--- src/rtl/axi_lite_reg_slave.sv ---
`default_nettype none
// +--------------------------------------------------------------------------+
// | Module   : axi_lite_reg_slave                                            |
// | Purpose  : AXI4-Lite register bank responder with SLVERR decode and a    |
// |            write-event pulse for user logic.                             |
// | Revision : 1.0  initial release                                          |
// +--------------------------------------------------------------------------+
module axi_lite_reg_slave #(
    parameter int          NUM_REGS = 16,
    parameter logic [31:0] ID_VALUE = 32'hA11C_0001
) (
    input  logic                     ACLK,
    input  logic                     ARESETn,
    input  logic                     AWVALID,
    output logic                     AWREADY,
    input  logic [31:0]              AWADDR,
    input  logic                     WVALID,
    output logic                     WREADY,
    input  logic [31:0]              WDATA,
    input  logic [3:0]               WSTRB,
    output logic                     BVALID,
    input  logic                     BREADY,
    output logic [1:0]               BRESP,
    input  logic                     ARVALID,
    output logic                     ARREADY,
    input  logic [31:0]              ARADDR,
    output logic                     RVALID,
    input  logic                     RREADY,
    output logic [31:0]              RDATA,
    output logic [1:0]               RRESP,
    output logic [32*NUM_REGS-1:0]   regs_out,
    output logic                     wr_pulse,
    output logic [7:0]               wr_idx
);

    localparam int         c_IDX_W    = $clog2(NUM_REGS);
    localparam logic [1:0] c_OKAY     = 2'b00;
    localparam logic [1:0] c_SLVERR   = 2'b10;
    localparam logic [1:0] c_W_IDLE   = 2'd0;
    localparam logic [1:0] c_W_COMMIT = 2'd1;
    localparam logic [1:0] c_W_RESP   = 2'd2;
    localparam logic       c_R_IDLE   = 1'b0;
    localparam logic       c_R_DATA   = 1'b1;

    logic [1:0]         r_wstate;
    logic               r_awready;
    logic               r_wready;
    logic               r_aw_held;
    logic               r_w_held;
    logic [c_IDX_W-1:0] r_aw_idx;
    logic               r_aw_ok;
    logic [31:0]        r_wdata;
    logic [3:0]         r_wstrb;
    logic               r_bvalid;
    logic [1:0]         r_bresp;
    logic               r_wr_pulse;
    logic [7:0]         r_wr_idx;
    logic [31:0]        r_regs [NUM_REGS];

    logic               r_rstate;
    logic               r_arready;
    logic               r_rvalid;
    logic [31:0]        r_rdata;
    logic [1:0]         r_rresp;

    logic               w_aw_hs;
    logic               w_w_hs;
    logic [c_IDX_W-1:0] w_aw_idx;
    logic               w_aw_ok;
    logic [c_IDX_W-1:0] w_ar_idx;
    logic               w_ar_ok;
    logic               w_unused;

    assign w_aw_hs  = AWVALID && r_awready;
    assign w_w_hs   = WVALID && r_wready;
    assign w_aw_idx = AWADDR[c_IDX_W+1:2];
    assign w_aw_ok  = (AWADDR[31:c_IDX_W+2] == '0);
    assign w_ar_idx = ARADDR[c_IDX_W+1:2];
    assign w_ar_ok  = (ARADDR[31:c_IDX_W+2] == '0);
    // Byte offset within a register has no meaning on this bus.
    assign w_unused = &{1'b0, AWADDR[1:0], ARADDR[1:0]};

    always_ff @(posedge ACLK or negedge ARESETn) begin
        if (!ARESETn) begin
            r_wstate   <= c_W_IDLE;
            r_awready  <= 1'b0;
            r_wready   <= 1'b0;
            r_aw_held  <= 1'b0;
            r_w_held   <= 1'b0;
            r_aw_idx   <= '0;
            r_aw_ok    <= 1'b0;
            r_wdata    <= '0;
            r_wstrb    <= '0;
            r_bvalid   <= 1'b0;
            r_bresp    <= c_OKAY;
            r_wr_pulse <= 1'b0;
            r_wr_idx   <= '0;
            for (int k = 0; k < NUM_REGS; k++) begin
                r_regs[k] <= '0;
            end
        end else begin
            r_wr_pulse <= 1'b0;
            case (r_wstate)
                c_W_IDLE: begin
                    if (w_aw_hs) begin
                        r_aw_idx  <= w_aw_idx;
                        r_aw_ok   <= w_aw_ok;
                        r_aw_held <= 1'b1;
                        r_awready <= 1'b0;
                    end else if (!r_aw_held) begin
                        r_awready <= 1'b1;
                    end
                    if (w_w_hs) begin
                        r_wdata  <= WDATA;
                        r_wstrb  <= WSTRB;
                        r_w_held <= 1'b1;
                        r_wready <= 1'b0;
                    end else if (!r_w_held) begin
                        r_wready <= 1'b1;
                    end
                    if ((r_aw_held || w_aw_hs) && (r_w_held || w_w_hs)) begin
                        r_wstate  <= c_W_COMMIT;
                        r_awready <= 1'b0;
                        r_wready  <= 1'b0;
                    end
                end
                c_W_COMMIT: begin
                    // Register 0 is the read-only ID word.
                    if (r_aw_ok && (r_aw_idx != '0)) begin
                        for (int b = 0; b < 4; b++) begin
                            if (r_wstrb[b]) begin
                                r_regs[r_aw_idx][8*b +: 8] <= r_wdata[8*b +: 8];
                            end
                        end
                        r_wr_pulse <= 1'b1;
                        r_wr_idx   <= 8'(r_aw_idx);
                        r_bresp    <= c_OKAY;
                    end else begin
                        r_bresp <= c_SLVERR;
                    end
                    r_bvalid  <= 1'b1;
                    r_aw_held <= 1'b0;
                    r_w_held  <= 1'b0;
                    r_wstate  <= c_W_RESP;
                end
                c_W_RESP: begin
                    if (BREADY) begin
                        r_bvalid <= 1'b0;
                        r_wstate <= c_W_IDLE;
                    end
                end
                default: r_wstate <= c_W_IDLE;
            endcase
        end
    end

    always_ff @(posedge ACLK or negedge ARESETn) begin
        if (!ARESETn) begin
            r_rstate  <= c_R_IDLE;
            r_arready <= 1'b0;
            r_rvalid  <= 1'b0;
            r_rdata   <= '0;
            r_rresp   <= c_OKAY;
        end else begin
            case (r_rstate)
                c_R_IDLE: begin
                    if (r_arready && ARVALID) begin
                        r_rvalid  <= 1'b1;
                        r_arready <= 1'b0;
                        r_rstate  <= c_R_DATA;
                        if (!w_ar_ok) begin
                            r_rdata <= '0;
                            r_rresp <= c_SLVERR;
                        end else if (w_ar_idx == '0) begin
                            r_rdata <= ID_VALUE;
                            r_rresp <= c_OKAY;
                        end else begin
                            r_rdata <= r_regs[w_ar_idx];
                            r_rresp <= c_OKAY;
                        end
                    end else begin
                        r_arready <= 1'b1;
                    end
                end
                c_R_DATA: begin
                    if (RREADY) begin
                        r_rvalid  <= 1'b0;
                        r_arready <= 1'b1;
                        r_rstate  <= c_R_IDLE;
                    end
                end
                default: r_rstate <= c_R_IDLE;
            endcase
        end
    end

    generate
        for (genvar k = 0; k < NUM_REGS; k++) begin : g_regs_out
            assign regs_out[32*k +: 32] = r_regs[k];
        end
    endgenerate

    assign AWREADY  = r_awready;
    assign WREADY   = r_wready;
    assign BVALID   = r_bvalid;
    assign BRESP    = r_bresp;
    assign ARREADY  = r_arready;
    assign RVALID   = r_rvalid;
    assign RDATA    = r_rdata;
    assign RRESP    = r_rresp;
    assign wr_pulse = r_wr_pulse;
    assign wr_idx   = r_wr_idx;

endmodule
`default_nettype wire

--- config.mk ---
export PLATFORM = sky130hd
export DESIGN_NAME = axi_lite_reg_slave
export DESIGN_NICKNAME = d
export VERILOG_FILES = /design/src/rtl/axi_lite_reg_slave.sv
export SDC_FILE = /design/constraint.sdc
export NUM_CORES = 1
export LEC_CHECK = 0
export ABC_CLOCK_PERIOD_IN_PS = 2100
export CAP_MARGIN = 30
export CORE_AREA = 5 5 258 260
export CTS_BUF_LIST = sky130_fd_sc_hd__clkbuf_4 sky130_fd_sc_hd__clkbuf_8
export CTS_CLUSTER_DIAMETER = 40
export CTS_CLUSTER_SIZE = 20
export DETAILED_ROUTE_END_ITERATION = 7
export DIE_AREA = 0 0 263 265
export PLACE_DENSITY_LB_ADDON = 0.2
export REMOVE_ABC_BUFFERS = 1
export SLEW_MARGIN = 30
export SYNTH_ARGS = -nofsm -noshare
export SYNTH_HDL_FRONTEND = slang
export SYNTH_SLANG_ARGS = --single-unit
--- constraint.sdc ---
create_clock -name ACLK -period 2.1 [get_ports ACLK]
set_input_delay 0.42 -clock ACLK [delete_from_list [all_inputs] [get_ports ACLK]]
set_output_delay 0.42 -clock ACLK [all_outputs]
set_load 0.02 [all_outputs]
==> run metrics <==
Worst EP required roughly 2.7 ns; routed wire length approximately 100000 um; worst min-delay path class in2async; Mean Syn Cell Area about 14 um2; fillcell total 5274; DRC Markers 0; post-synth top area share 0.546; RSZ-0062 raised after global routing yes; most frequent cell after synthesis dfrtp_1; Final Util 0.593; Core Area around 64000 um2; most frequent cells after synthesis 602 x dfrtp_1, 569 x mux2_2, 178 x mux2i_1; worst-case clock buffer depth 3; Pins Over Slew Limit 0; initial antenna violation count 9; per-cell routed wire length roughly 28 um; Worst-path clk slew around 0.070 ns; dpl hpwl about 73000 um; cell taking the most area after synthesis dfrtp_1; Port Buffers 658; Synth Instances 1964; layout cells sized above 1 0.352; startpoint types flip-flop; MaxCap Viol Count 0; synth top area cells dfrtp_1 55%, mux2_2 23%, mux2i_1 6.5%, clkbuf_1 1.3%, mux4_2 1.1%; Seq/Total Area, Yosys 0.546; die width around 260 um; die area between 60000 and 70000 um2; Site Rows 93; status finished clean; Initial DRC Count roughly 1300; clock latency on the worst-skew pair approximately 0.72 ns; CP Max Fanout 31; vias in the first global route 21500; max frequency between 400 and 500 MHz; global route overflow 0; ys flop type dfrtp_1; post-layout instance area approximately 38000 um2; # IOs 669; Final Hold Viols 0; Final Wtd Congestion a little over 0.9; Worst Tran Pin Value between 0.8 and 0.9 ns; CTS tree built; Critical Path Slowest Stage Cell nor4_1; Slowest Stage Delay on Critical Path approximately 0.70 ns; largest net degree at the start of global routing 86; P&R area growth vs syn 37.4%; Final Cycle Share 0.973; VDD IR-drop max approximately 600 uV; Total GRT Usage 0.281; vias per cell 5.57; final setup vio count 0; CP Buf/Inv Count 1; Relative slew margins 0.458; Critical Path End Type flip-flop; count of flip-flops with a built-in enable after synthesis 0; Power Density roughly 800 nW/um2; worst-path cell chain nand3b_1, buf_12, o2bb2ai_1, nor4_1, a221oi_2; Crit path max-delay family simple AND/OR/NAND/NOR gates; Initial Util 0.432; minimum clock period 2.04 ns; final net count around 2800; CTS buffer count 97; first-pass iteration count of the detailed router 5; YS warnings 0; Lkg Pwr roughly 20 nW; Crit Path Class reg2reg; Worst Skew between 0.02 and 0.03 ns; critical path arrival ~2.6 ns; Num Clock Sinks about 600; Die Span Y 265 um; #FFs+latches synth ~600; Setup TNS 0 ns; synthesized area around 28000 um2; placed cell area 35900 um2; H-tree lvl count 3; via count approximately 20000; Routed Antenna Nets 0; fraction of registers with async set/reset 1.00; Yosys cell types 53; first-pass GRT wire length about 150000 um; clock root cell clkbuf_8
## timing repair
item | 4_1_cts | 5_1_grt
setup buffers | 6 | 1
pin swaps | 2 | 1
setup endpoints to repair | 614 | 79
hold buffers | 1 | 0
resized for setup | 558 | 2
gates cloned | 0 | 0
hold endpoints to repair | 200 | 0
## registers in the layout (all words and copies together) (netlist names)
register	flops
regs_out	512
RDATA	32
r_wdata	32
r_aw_idx	4
r_wstrb	4
wr_idx	4
r_wstate	2
ARREADY	1
AWREADY	1
BRESP	1
BVALID	1
RRESP	1
RVALID	1
WREADY	1
r_aw_held	1
r_aw_ok	1
r_rstate	1
r_w_held	1
wr_pulse	1
## worst paths after layout
kind	from	endpoint	slack, ns	depth (start not counted)
max	r_rstate	RDATA[15]	0.06	5
min	ARESETn	regs_out[340]	0.21	2
max reg2reg	r_rstate	RDATA[15]	0.06	5
min reg2reg	regs_out[29]	regs_out[29]	0.37	0
max in group asynchronous	ARESETn	regs_out[274]	1.03	4
min in group ACLK	ARADDR[3]	RDATA[24]	0.27	3
## cell usage in the layout, fill, tap and decap left out, drive strengths merged, types with 7 or more instances in the layout
| master | Yosys | layout |
|---|---|---|
| o2bb2ai | 25 | 25 |
| nand4 | 7 | 7 |
| a22oi | 25 | 25 |
| mux2 | 574 | 574 |
| buf | 72 | 135 |
| clkbuf | 92 | 110 |
| and3 | 10 | 10 |
| dfrtp | 602 | 602 |
| a211o | 8 | 8 |
| clkinv | 0 | 21 |
| mux2i | 178 | 178 |
| bufinv | 0 | 18 |
| nor2 | 78 | 78 |
| o22ai | 32 | 32 |
| nand2 | 48 | 48 |
| inv | 3 | 26 |
| a221oi | 32 | 32 |
| nor3b | 7 | 7 |
| dlygate4sd2 | 0 | 556 |
| nor4 | 37 | 37 |
| o221ai | 25 | 25 |
| clkdlybuf4s50 | 0 | 98 |
| nand3 | 29 | 29 |
| mux4 | 14 | 14 |
| clkinvlp | 0 | 10 |
| and2 | 25 | 25 |
## area by class of cell
| cell class | instances | area, um2 | area share |
|---|---|---|---|
| multi-input combinational | 1200 | 11700 | 0.310 |
| clock inverter | 72 | 1010 | 0.0267 |
| antenna | 6 | 15.0 | 0.000396 |
| tap | 855 | 1070 | 0.0282 |
| sequential | 602 | 15100 | 0.398 |
| inverter | 3 | 11.3 | 0.000297 |
| timing repair buffer | 790 | 7470 | 0.197 |
| clock buffer | 110 | 1500 | 0.0396 |
## report_power, final
group,leakage (nW),internal (W),switching (W),total [W]
registers,8.30,0.0121,0.00178,0.0138
logic,10.9,0.00153,0.00196,0.00349
clock network,1.25,0.00732,0.00562,0.0129
## per-layer routing
metal,vias to the layer above,share of wire,track usage
met2,830,0.49,0.468
met1,10500,0.40,0.350
met4,8,0.036,0.107
met3,197,0.079,0.0790
li1,8733,-,-
met5,-,0.00047,0
## through the flow
stage / hold WS [ns] / std cells / power (W) / worst slack (ns)
finish: 0.209 / 3638 / 0.0303 / 0.0564
global route: 0.200 / 3637 / 0.0314 / -0.0166
CTS: 0.172 / 3630 / 0.0304 / -0.0324
detailed placement: 0.345 / 3441 / 0.0175 / -0.392
global placement: 0.344 / 3441 / 0.0174 / -0.347
floorplan: 0.124 / 1805 / 0.0149 / -1.20
## kinds of logic after synthesis
group / share of synthesized area
buffers and inverters: 0.0300
other: 0.000136
AND/OR/NAND/NOR: 0.0659
AO/OA/AOI/OAI: 0.0471
flip-flops: 0.546
multiplexers: 0.311
Power figures use the tool's default switching activity.
